$ cat src/rtl/cache_fill_fsm.sv
// ============================================================================
// cache_fill_fsm : issues BLOCK_WORDS sequential word reads for a missed cache
//                  block and steers returned words into the data/tag arrays.
// Revision: 1.0
// ============================================================================
`default_nettype none

module cache_fill_fsm #(
  parameter int BLOCK_WORDS = 8
) (
  input  logic                           clk,
  input  logic                           rst_n,
  input  logic                           miss_detected,
  input  logic [15:0]                    miss_address,
  input  logic [15:0]                    memory_data,
  input  logic                           memory_data_valid,
  output logic                           mem_en,
  output logic [15:0]                    memory_address,
  output logic                           fsm_busy,
  output logic                           write_data_array,
  output logic                           write_tag_array,
  output logic [$clog2(BLOCK_WORDS)-1:0] fill_word_idx,
  output logic [15:0]                    fill_data
);

  localparam int IDX_W = $clog2(BLOCK_WORDS);
  localparam int CNT_W = IDX_W + 1;
  localparam logic [CNT_W-1:0] BLOCK_CNT = CNT_W'(BLOCK_WORDS);
  localparam logic [CNT_W-1:0] LAST_IDX  = CNT_W'(BLOCK_WORDS - 1);
  localparam logic [15:0]      OFS_MASK  = 16'(2 * BLOCK_WORDS - 1);

  typedef enum logic {
    IDLE = 1'b0,
    FILL = 1'b1
  } state_t;

  state_t           state, state_next;
  logic [CNT_W-1:0] iss, iss_next;
  logic [CNT_W-1:0] rcv, rcv_next;
  logic [15:0]      base, base_next;
  logic             issue;
  logic             last_word;

  always_ff @(posedge clk or negedge rst_n) begin
    if (!rst_n) begin
      state <= IDLE;
      iss   <= '0;
      rcv   <= '0;
      base  <= '0;
    end else begin
      state <= state_next;
      iss   <= iss_next;
      rcv   <= rcv_next;
      base  <= base_next;
    end
  end

  always_comb begin
    state_next       = state;
    iss_next         = iss;
    rcv_next         = rcv;
    base_next        = base;
    issue            = 1'b0;
    last_word        = 1'b0;
    fsm_busy         = 1'b0;
    write_data_array = 1'b0;
    write_tag_array  = 1'b0;
    case (state)
      IDLE: begin
        iss_next = '0;
        rcv_next = '0;
        if (miss_detected) begin
          state_next = FILL;
          base_next  = miss_address & ~OFS_MASK;
        end
      end
      FILL: begin
        fsm_busy         = 1'b1;
        issue            = (iss < BLOCK_CNT);
        write_data_array = memory_data_valid;
        last_word        = memory_data_valid && (rcv == LAST_IDX);
        write_tag_array  = last_word;
        if (issue) begin
          iss_next = iss + CNT_W'(1);
        end
        if (memory_data_valid) begin
          rcv_next = rcv + CNT_W'(1);
        end
        // Last word closes the fill; counters restart for the next miss.
        if (last_word) begin
          state_next = IDLE;
          iss_next   = '0;
          rcv_next   = '0;
        end
      end
      default: state_next = IDLE;
    endcase
  end

  assign mem_en         = issue;
  assign memory_address = base + {{(15 - CNT_W){1'b0}}, iss, 1'b0};
  assign fill_word_idx  = rcv[IDX_W-1:0];
  assign fill_data      = memory_data;

endmodule

`default_nettype wire
$ cat config.mk
export PLATFORM = sky130hd
export DESIGN_NAME = cache_fill_fsm
export DESIGN_NICKNAME = d
export VERILOG_FILES = /design/src/rtl/cache_fill_fsm.sv
export SDC_FILE = /design/constraint.sdc
export NUM_CORES = 1
export LEC_CHECK = 0
export ABC_CLOCK_PERIOD_IN_PS = 2500
export CELL_PAD_IN_SITES_DETAIL_PLACEMENT = 1
export CELL_PAD_IN_SITES_GLOBAL_PLACEMENT = 2
export CORE_MARGIN = 5
export CORE_UTILIZATION = 22
export DETAILED_ROUTE_END_ITERATION = 10
export GPL_ROUTABILITY_DRIVEN = 0
export PLACE_DENSITY_LB_ADDON = 0.12
export SLEW_MARGIN = 15
export SYNTH_ARGS = -nofsm -noshare
export SYNTH_HDL_FRONTEND = slang
export SYNTH_SLANG_ARGS = --single-unit
$ cat constraint.sdc
create_clock -name clk -period 2.5 [get_ports clk]
set_clock_uncertainty 0.2 [all_clocks]
set_input_delay 0.5 -clock clk [delete_from_list [all_inputs] [get_ports clk]]
set_output_delay 0.5 -clock clk [all_outputs]
set_load 0.1 [all_outputs]
== After elaboration in Yosys (flattened, before gate mapping) ==
Cells that the tools add are included.

* Word-level logic and storage cells: 27
* Flip-flop bits (word level): 21
* Input bits: 36
* Output and inout port bits: 39

* Muxes and demuxes: 13
* Order comparisons: 1
* Reduce and logical (&&, ||, !) cells: 2
* Bitwise logic cells: 1
* Eq/ne operators: 3
* Add/sub/neg operators: 3

{| class="wikitable"
|+ Operators by type and width
! cell !! count
|-
| 16-bit by 5-bit adder with 16-bit output || 1
|-
| 4-bit 2-to-1 mux || 4
|-
| 4-bit one-hot mux with 2 select lines || 2
|-
| 4-bit by 1-bit adder with 4-bit output, second input constant || 2
|-
| 1-bit 2-to-1 mux || 6
|-
| 4-bit by 3-bit equality test with 1-bit output, second input constant || 1
|-
| 4-bit less-than comparator, second input constant || 1
|-
| 3-bit by 1-bit inequality test with 1-bit output, second input constant || 1
|-
| 3-bit by 2-bit inequality test with 1-bit output, second input constant || 1
|-
| 1-bit one-hot mux with 2 select lines || 1
|-
| 2-bit AND reduction || 1
|-
| 1-bit logical AND || 1
|-
| 1-bit NOT || 1
|}

== Logic depth before layout (Yosys ltp) ==
* Depth after elaboration: 4
* Depth in mapped cells: 5
* Depth with buffers taken out: 5

== Worst setup path after synthesis ==
OpenSTA, ideal clock, no wires.

* Path type: flip-flop to output port
* Start point: register iss[3]
* End point: output port memory_address[14]
* Buffers on the path: 0
* Cell stages (with the launch flop): 6
* Arrival: 2.605 ns
* Data required time: 1.800 ns
* Path slack: -0.805 ns
* Cell sequence: dfrtp_1 ha_1 ha_1 nand3_1 nor3_1 xnor2_1

* Word-level cells in the longest chain between the ends: 1

{| class="wikitable"
|+ Ends and longest elaborated chain
! item !! RTL line !! text
|-
| from (decl) || 38 || <nowiki>logic [CNT_W-1:0] iss, iss_next;</nowiki>
|-
| from (signal assigned) || 52 || <nowiki>iss <= iss_next;</nowiki>
|-
| 16-bit by 5-bit adder with 16-bit output || 101 || <nowiki>assign memory_address = base + {{(15 - CNT_W){1'b0}}, iss, 1'b0};</nowiki>
|-
| to (decl) || 18 || <nowiki>output logic [15:0] memory_address,</nowiki>
|}

Every way passes these cells.

== Worst setup path after layout ==
* Start point: register base[4]
* End point: output port memory_address[15]

* Word-level cells in the longest chain between the ends: 1

{| class="wikitable"
|+ Ends and longest elaborated chain
! item !! RTL line !! text
|-
| from (decl) || 40 || <nowiki>logic [15:0] base, base_next;</nowiki>
|-
| from (signal assigned) || 54 || <nowiki>base <= base_next;</nowiki>
|-
| 16-bit by 5-bit adder with 16-bit output || 101 ||
|}

Every way passes these cells.

==> flow_summary.json <==
{
  "outcome": "finished, final reports clean",
  "cts_root_buffer": "clkbuf_8",
  "drv_cap": 0,
  "ios": 75,
  "hold_violations": 0,
  "ys_seq_area_frac": 0.418,
  "synth_top_area_cell": "dfrtp_1",
  "hold_path_class": "reg -> reg",
  "mostFrequentLayoutCells": "dfrtp_1, clkdlybuf4s50_1, buf_12, buf_4",
  "preCtsSetupSlack_ns": 0.153,
  "avgRoutedWirePerCell_um": 14.8,
  "cp.arrival_ns": 1.74,
  "grt_pass1_wl_um": 5420,
  "ctsHoldBuffers": 0,
  "startpoint_type": "flip-flop",
  "yosysWarnings": 0,
  "hpwlAfterDp_um": 2600,
  "cts_tree": "done",
  "rsz0062_at_grt": "true",
  "min_period_over_period": 0.976,
  "synth_cell_type_count": 27,
  "clk_latency_ns": 0.25,
  "r2r_setup_slack_ns": 1.03,
  "regArea_um2": 533,
  "clk_path_buf_depth": 2,
  "antenna_left": 0,
  "antenna_found_initial": 0,
  "worst-path-max-fanout": 5,
  "grtUsageTotal": 0.0922,
  "drive_gt1_frac": 0.459,
  "fin_crit_ns": 2.44,
  "vias_per_cell": 4.18,
  "drc": 0,
  "area_delta_synth_final_pct": 57.9,
  "dieArea_mm2": 0.00733,
  "die_x_um": 85.6,
  "critical_path_class": "reg -> out",
  "grt_overflow": 0,
  "fill_cells": 623,
  "setup_viol": 0,
  "synthTopCellsByArea": "dfrtp_1, buf_4, mux2_2",
  "cts.sinks": 21,
  "cts_buffers": 3,
  "vias": 919,
  "htree_levels": 1,
  "whs_ns": 0.368,
  "dp_cells": 214,
  "fmax_ghz": 0.410,
  "num_antenna_cells": 0,
  "multi_input_area_um2": 743,
  "num_rows": 27,
  "grt_max_degree": 22,
  "synthCells": 124,
  "worst_slack_ns": 0.0610,
  "drt_iter0_drc": 19,
  "fin_cells": 220,
  "core_area_mm2": 0.00554,
  "yosysTopAreaCellShare": 0.418,
  "portBuffers": 37,
  "syn-num-nets": 164,
  "netlist_area_mm2": 0.00126,
  "layout.nets": 189,
  "avgSynthCellArea_um2": 10.1,
  "worstSetupEndpointType": "primary output",
  "ys_seq_elements": 21,
  "initial_core_util": 0.227,
  "finalWirelength_um": 3260,
  "first_global_vias": 1102,
  "first_pass_iters": 4,
  "die_y_um": 85.6,
  "cp.required_ns": 1.80,
  "drv_slew": 0,
  "path_clk_slew_ns": 0.07
}
==> cell families (layout without fill, tap and decap cells) <==
kind of cell | Yosys count | in the layout | synth area share
multiplexers | 12 | 12 | 0.105
AO/OA/AOI/OAI | 5 | 5 | 0.0209
other | 1 | 1 | 0.00298
flip-flops | 21 | 21 | 0.418
buffers and inverters | 28 | 52 | 0.154
adder cells (fa/ha/maj) | 4 | 4 | 0.0398
XOR/XNOR | 13 | 13 | 0.0905
AND/OR/NAND/NOR | 40 | 40 | 0.168
==> per-stage QoR <==
stage	instance area [um2]	setup TNS, ns	util
floorplan	1410	-1.39	-
global placement	1860	0	0.336
detailed placement	1860	0	0.336
CTS	1950	0	0.351
global route	1990	-0.0132	0.358
finish	1990	0	0.358
==> layout make-up <==
type,count,area share
multi-input cells,75,0.374
repair buffers,45,0.284
flip-flops and latches,21,0.268
well taps,72,0.0454
clock buffers,4,0.0227
inverters,3,0.00567
==> sequential cells by signal, indices dropped and copies added (netlist names) <==
| register | cells |
|---|---|
| base | 12 |
| iss | 4 |
| rcv | 4 |
| state | 1 |
==> layer usage <==
metal	global-route usage	vias to the layer above	part of all wire
met5	0	-	0
met4	0.0317	0	0.0077
met3	0.0298	2	0.088
met2	0.169	40	0.52
met1	0.0992	447	0.38
li1	-	430	-
==> critical path, stage by stage (launching register included) <==
cell and delay (ns):
dfrtp_1 0.40, ha_4 0.19, nand3_4 0.13, nor4_4 0.24, buf_4 0.17, xor2_4 0.16, buf_12 0.19
==> timing repair <==
action                                 4_1_cts  5_1_grt
setup buffers                                0        2
resized for setup                            8        6
pin swaps                                    2        3
setup endpoints to repair                    4        4
endpoints found under the hold margin        0        0
==> final timing paths <==
path | startpoint | end | cells after the start
max | base[4] | memory_address[15] | 6
min | rcv[3] | rcv[3] | 2
max reg2reg | state | base[9] | 3
min reg2reg | rcv[3] | rcv[3] | 2
max in group asynchronous | rst_n | base[9] | 2
min in group asynchronous | rst_n | base[14] | 2
==> cell usage after synthesis <==
| cell | count |
|---|---|
| nand3_2 | 1 |
| nand4_2 | 1 |
| nand4b_1 | 1 |
| conb_1 | 1 |
| inv_1 | 3 |
| nand3b_1 | 1 |
| nor2b_1 | 4 |
| mux2i_1 | 2 |
| dfrtp_1 | 21 |
| or3_1 | 1 |
| and2_1 | 1 |
| mux2_2 | 10 |
| o21ai_0 | 2 |
| nor3_1 | 3 |
| a21oi_1 | 2 |
| nand2b_1 | 1 |
| xor2_1 | 8 |
| nor2_1 | 12 |
| nand2_1 | 8 |
| nand3_1 | 4 |
| a31oi_1 | 1 |
| ha_1 | 4 |
| buf_2 | 2 |
| nor4_2 | 1 |
| nand4_1 | 1 |
| xnor2_1 | 5 |
| buf_4 | 23 |
Power is left out: the tool's default activity adds up to more than one toggle a clock period on the data nets, which glitch-free logic cannot reach.
